File: src/rtl/vga_frame_tracker.sv
// 640x480@60 VGA timing generator with registered sync/video decodes and a
// frame_tik level covering the vertical front porch for game-state updates.
module vga_frame_tracker #(
    parameter int H_VISIBLE = 640,
    parameter int H_FP      = 16,
    parameter int H_SYNC    = 96,
    parameter int H_BP      = 48,
    parameter int V_VISIBLE = 480,
    parameter int V_FP      = 10,
    parameter int V_SYNC    = 2,
    parameter int V_BP      = 33
) (
    input  logic       clock_25,
    input  logic       reset,
    output logic       hsync,
    output logic       vsync,
    output logic       video_on,
    output logic [9:0] pixel_x,
    output logic [9:0] pixel_y,
    output logic       frame_tik,
    output logic [7:0] frame_count
);

    localparam int H_TOTAL = H_VISIBLE + H_FP + H_SYNC + H_BP;
    localparam int V_TOTAL = V_VISIBLE + V_FP + V_SYNC + V_BP;

    localparam logic [9:0] H_LAST     = 10'(H_TOTAL - 1);
    localparam logic [9:0] V_LAST     = 10'(V_TOTAL - 1);
    localparam logic [9:0] V_OVER     = 10'(V_TOTAL);
    localparam logic [9:0] H_VIS_END  = 10'(H_VISIBLE);
    localparam logic [9:0] V_VIS_END  = 10'(V_VISIBLE);
    localparam logic [9:0] HS_START   = 10'(H_VISIBLE + H_FP);
    localparam logic [9:0] HS_END     = 10'(H_VISIBLE + H_FP + H_SYNC);
    localparam logic [9:0] VS_START   = 10'(V_VISIBLE + V_FP);
    localparam logic [9:0] VS_END     = 10'(V_VISIBLE + V_FP + V_SYNC);

    logic [9:0] x_next;
    logic [9:0] y_next;
    logic       x_wrap;
    logic       frame_end;

    // Out-of-range values (>= total) fall back to 0 on the next edge.
    always_comb begin
        x_wrap    = (pixel_x >= H_LAST);
        frame_end = x_wrap && (pixel_y == V_LAST);
        x_next    = x_wrap ? 10'd0 : pixel_x + 10'd1;
        y_next    = pixel_y;
        if (pixel_y >= V_OVER) begin
            y_next = 10'd0;
        end else if (x_wrap) begin
            y_next = (pixel_y >= V_LAST) ? 10'd0 : pixel_y + 10'd1;
        end
    end

    // Outputs decode the next counter value so they line up with the counters.
    always_ff @(posedge clock_25) begin
        if (reset) begin
            pixel_x     <= 10'd0;
            pixel_y     <= 10'd0;
            hsync       <= 1'b1;
            vsync       <= 1'b1;
            video_on    <= 1'b0;
            frame_tik   <= 1'b0;
            frame_count <= 8'd0;
        end else begin
            pixel_x   <= x_next;
            pixel_y   <= y_next;
            video_on  <= (x_next < H_VIS_END) && (y_next < V_VIS_END);
            hsync     <= !((x_next >= HS_START) && (x_next < HS_END));
            vsync     <= !((y_next >= VS_START) && (y_next < VS_END));
            frame_tik <= (y_next >= V_VIS_END) && (y_next < VS_START);
            if (frame_end) begin
                frame_count <= frame_count + 8'd1;
            end
        end
    end

endmodule

File: config.mk
export PLATFORM = sky130hd
export DESIGN_NAME = vga_frame_tracker
export DESIGN_NICKNAME = d
export VERILOG_FILES = /design/src/rtl/vga_frame_tracker.sv
export SDC_FILE = /design/constraint.sdc
export NUM_CORES = 1
export LEC_CHECK = 0
export CORE_UTILIZATION = 54
export DETAILED_ROUTE_END_ITERATION = 10
export PLACE_DENSITY = 0.82
export SYNTH_ARGS = -nofsm -noshare
export SYNTH_HDL_FRONTEND = slang
export SYNTH_SLANG_ARGS = --single-unit
File: constraint.sdc
create_clock -name clock_25 -period 5.75 [get_ports clock_25]
set_input_delay 0.8625 -clock clock_25 [delete_from_list [all_inputs] [get_ports clock_25]]
set_output_delay 0.8625 -clock clock_25 [all_outputs]
set_load 0.01 [all_outputs]
# Yosys cells after proc, flatten, opt, wreduce, memory -nomap -nowiden
# Index checks and enable logic that the tools add are counted.
# op_classes
mux,4
reduce_logical,7
addsub,3
n_mul,0
div,0
shifts,0
n_bitwise,0
eq_ne,1
magnitude_cmp,11
# op_table
operator,n
"greater-or-equal comparator 10 bit, second input constant",4
2-to-1 mux 10 bit,4
"less-than comparator 10 x 9 -> 1 bit, second input constant",3
"adder 10 x 1 -> 10 bit, second input constant",2
"greater-or-equal comparator 10 x 9 -> 1 bit, second input constant",2
"less-than comparator 10 bit, second input constant",2
"equality test 10 bit, second input constant",1
"adder 8 x 1 -> 8 bit, second input constant",1
logical AND 1 bit,5
zero test 1 bit,2
# word_totals
inputBits,2
regBits,32
ramBits,0
latchBits,0
out_inout_bits,32
mem_bits_ro,0
memories,0

# Logic depth before layout (Yosys ltp)
# logic_depth
ltp_word,7
mapped_depth,8

# Worst setup path before layout
# No wires, ideal clock.
# synth_path
kind,register to register
start,register pixel_x[0]
end,register vsync
path_stages_with_launch,8
n_path_buf,0
setup_slack_ps,3742
setup_time_ps,134
period_less_slack_ps,2008
t_required_ps,5616
arrival_ps,1874
cell_sequence,dfxtp_1 -> ha_1 -> nand4_4 -> a21boi_2 -> nand3_1 -> mux2_2 -> nand4_1 -> or4_1
# synth_between
elab_chain_len,6
# synth_lines
item,line_no,rtl
"start, declared",18,"output logic [9:0] pixel_x,"
"start signal, assigned",66,pixel_x <= x_next;
greater-or-equal comparator 10 bit (*),44,x_wrap = (pixel_x >= H_LAST);
2-to-1 mux 10 bit (*),50,end else if (x_wrap) begin
2-to-1 mux 10 bit (*),48,if (pixel_y >= V_OVER) begin
greater-or-equal comparator 10 x 9 -> 1 bit or less-than comparator 10 x 9 -> 1 bit (tied branches),70,vsync <= !((y_next >= VS_START) && (y_next < VS_END));
logical AND 1 bit (*),70,
zero test 1 bit (*),70,
"end signal, assigned",70,
"end, declared",16,"output logic vsync,"
# Every way passes the cells marked *; elsewhere a longest branch is shown, timed or not.
# A chain may end at the register's enable or synchronous reset.

# Final worst setup path
# layout_path
start,register pixel_x[5]
end,output pixel_x[5]
# No word-level cell between the ends.

==> summary.txt <==
Floorplan
  – Area of the die: 3140 um2
  – Top-level I/O count: 34
  – Area of the core: 2760 um2
  – Floorplan die height: 56.0 um
  – Placement row count: 19
  – Initial core utilization: 57.1%
  – Die width: 56.0 um

Setup path
  – Path type of the worst setup path: flop to output port
  – Critical path depth: 1
  – Cell-by-cell trace of the critical path: clkdlybuf4s50_1
  – Worst path slowest cell: clkdlybuf4s50_1
  – Launching instance or port of the critical path: pixel_x[5]
  – Slack of the worst reg-to-reg path: 3480 ps
  – Worst path top cell family by delay: buffers and inverters
  – R2r worst-path depth: 7
  – Critical Path RT: 4890 ps
  – Endpoint of the lowest-slack register-to-register path: frame_count[5]
  – Number of buffer and inverter instances along the worst setup path: 1
  – Crit end category: output port
  – Critical path fanouts, max: 9
  – Crit path largest cell delay: 600 ps
  – Crit path to: pixel_x[5]
  – Startpoint class of the critical path: flop
  – Arrival @ worst endpoint: 1460 ps
  – Worst flop-to-flop path startpoint: pixel_x[0]

Clock tree
  – Buffers inserted by post-CTS timing repair: 0
  – Cts bufs inserted: 5
  – Sink count of the clock tree: 32
  – Skew-Pair Late Insertion Delay: 340 ps
  – Clock Root Buffer: clkbuf_4
  – Quantity of hold-fixing buffers added after cts: 0
  – Maximum count of clock buffers along a single path: 2
  – Reg clk slew, reported paths: 100 ps
  – Cells resized by post-CTS repair: 0
  – H-tree Lvls: 2
  – Clock tree from TritonCTS: yes

Logic synthesis
  – Proportion of netlist area held by the largest area contributor: 40.7%
  – Most numerous cell in the Yosys netlist: dfxtp_1
  – Sequential fraction of the synthesis area: 40.7%
  – Synthesized instance count: 179
  – Post-Synthesis Cell Area: 1580 um2
  – Top cell type by total area after synthesis: dfxtp_1
  – Primary flip-flop cell chosen by synthesis mapping: dfxtp_1
  – Net count after synthesis: 187
  – Yosys warning total: 0
  – Flip-flop and latch count after synthesis: 32
  – Synth area leaders: dfxtp_1, xor2_1, nor2_1
  – Avg Synthesized Cell Area: 8.80 um2
  – Post-synth cell types: 42
  – Share of flip-flops with an asynchronous set or reset: 0%
  – Number of synthesized flops with an enable pin: 0
  – List of most frequent post-synthesis cells: dfxtp_1, nor2_1, nand2_1, xor2_1, nand3_1

Layout
  – Fraction of layout instances using a drive strength above 1: 8.33%
  – Area delta synth->final: 27.2%
  – Fill cells: 214
  – Number of nets in the layout: 223
  – Antenna Cells: 0

Timing
  – Final-layout setup total negative slack: 0 ps
  – Transition at the pin with the smallest max-transition slack: 762 ps
  – Setup repair after global routing missed its margin: no
  – Setup violation total in the final timing report: 0
  – Hold slack final: 490 ps
  – Part of the cycle the worst path needs: 40.4%
  – Worst slew margin: 48.5%
  – Shortest period the worst path allows: 2320 ps
  – Peak clock frequency supported by timing: 0.430 GHz
  – Max Slew Vio Count: 0
  – Final hold vios: 0
  – Clock Skew: 12.5 ps
  – Crit path setup slack, layout: 3430 ps

Placement
  – Port Buffer Count: 33
  – Setup WS pre-CTS: 3390 ps
  – Routability cong.: 0.872
  – DP HPWL: 2520 um

Routing
  – Post-route ant nets: 0
  – First-pass iteration count of the detailed router: 4
  – Number of vias after detailed routing: 1393
  – Total routed wirelength: 3370 um
  – Initial DRC Count: 71
  – Detail-routed net length per standard cell: 13.6 um
  – Average via count per standard cell: 5.64
  – DRC viols: 0

Pwr
  – Total power: 0.000409 W
  – Leakage Power: 0.728 nW
  – P_sw: 0.0000886 W
  – Clock group share of total power: 41.3%
  – Flop pwr share: 55.3%
  – P per Cell Area: 204 nW/um2
  – Cell internal pwr: 0.000321 W
  – Share of total power in combinational logic: 3.4%
  – Fraction of power spent switching nets: 21.6%
  – Maximum VDD drop: 0.161 mV

Hold path
  – Hold WC Path Type: flop to flop

Global routing
  – Residual overflow from global routing: 0
  – Met3 Usage GRT: 7.91%
  – GR Util met2: 41.0%
  – Overall fraction of global-route tracks in use: 23.9%
  – Number of global-route vias before repair: 1331
  – Busiest layer in global routing: met2
  – Number of antenna violations at the first check in global routing: 0
  – Met1 Use GR: 26.7%
  – Maximum number of pins on one net before global-route repair: 14
  – Global-route wire length before repair: 5870 um

Flow run
  – Max Cap Violations: 0

Run status
  – Status: completed
sequential cells by signal, indices dropped and copies added (netlist names):
| register | cells |
|---|---|
| pixel_y | 10 |
| vsync | 1 |
| hsync | 1 |
| frame_tik | 1 |
| video_on | 1 |
| pixel_x | 10 |
| frame_count | 8 |
power groups by stage:
stage	sequential, W	combinational (W)	clock (W)
3_3_place_gp	0.000231	0.0000134	0
5_1_grt	0.000227	0.0000152	0.000184
4_1_cts	0.000226	0.0000141	0.000175
2_1_floorplan	0.000232	0.00000644	0
3_5_place_dp	0.000231	0.0000141	0
6_report	0.000226	0.0000140	0.000169
cells by family (layout without fill, tap and decap cells):
family	after synthesis	in the layout	share of synthesized area (%)
xor gates and xnor gates	22	22	12.2
and+or+nand+nor	86	86	28.7
AOI/OAI and AO/OA	22	22	9.85
adders and majority gates	6	6	4.77
muxes	2	2	1.35
buffers and inverters	9	46	2.46
DFF	32	32	40.7
layout make-up:
class	instances	area, um2	share of cell area [%]
well taps	31	38.8	1.94
clock inverters	3	42.5	2.12
inverters	5	18.8	0.936
repair buffers	33	330	16.5
multi-input cells	138	896	44.7
flip-flops and latches	32	641	32.0
clock buffers	5	37.5	1.87
routing by layer:
layer / vias to the layer above / wire (um)
li1: 695 / -
met4: 0 / 65
met5: - / 0
met1: 644 / 1460
met3: 8 / 169
met2: 46 / 1680
worst min-delay path by stage:
stage | cells after the start | start | slack [ps] | to
after floorplan | 1 | pixel_x[0] | 480 | pixel_x[0]
after CTS | 1 | pixel_x[0] | 500 | pixel_x[0]
after detailed placement | 1 | pixel_x[0] | 470 | pixel_x[0]
after global routing | 1 | pixel_x[0] | 520 | pixel_x[0]
final | 1 | pixel_x[0] | 490 | pixel_x[0]
after global placement | 1 | pixel_x[0] | 460 | pixel_x[0]
stage by stage:
step	utilization, %	instance area (um2)	std cells
floorplan	-	1580	179
global route	72.7	2000	247
global placement	69.8	1920	239
detailed placement	69.8	1920	239
CTS	72.7	2000	247
finish	72.7	2000	247
cell usage in the layout, fill, tap and decap left out, drive strengths merged, types with 2 or more instances in the layout:
cell type	count
clkbuf	5
inv	5
a21oi	7
clkdlybuf4s50	33
nand3b	2
dfxtp	32
nand3	8
xnor2	7
and3	5
ha	6
and4	2
nand4	8
nor2	30
nor3	5
a31oi	3
o21ai	4
a21o	2
xor2	15
nor2b	2
nand2	17
Power figures use the tool's default switching activity.
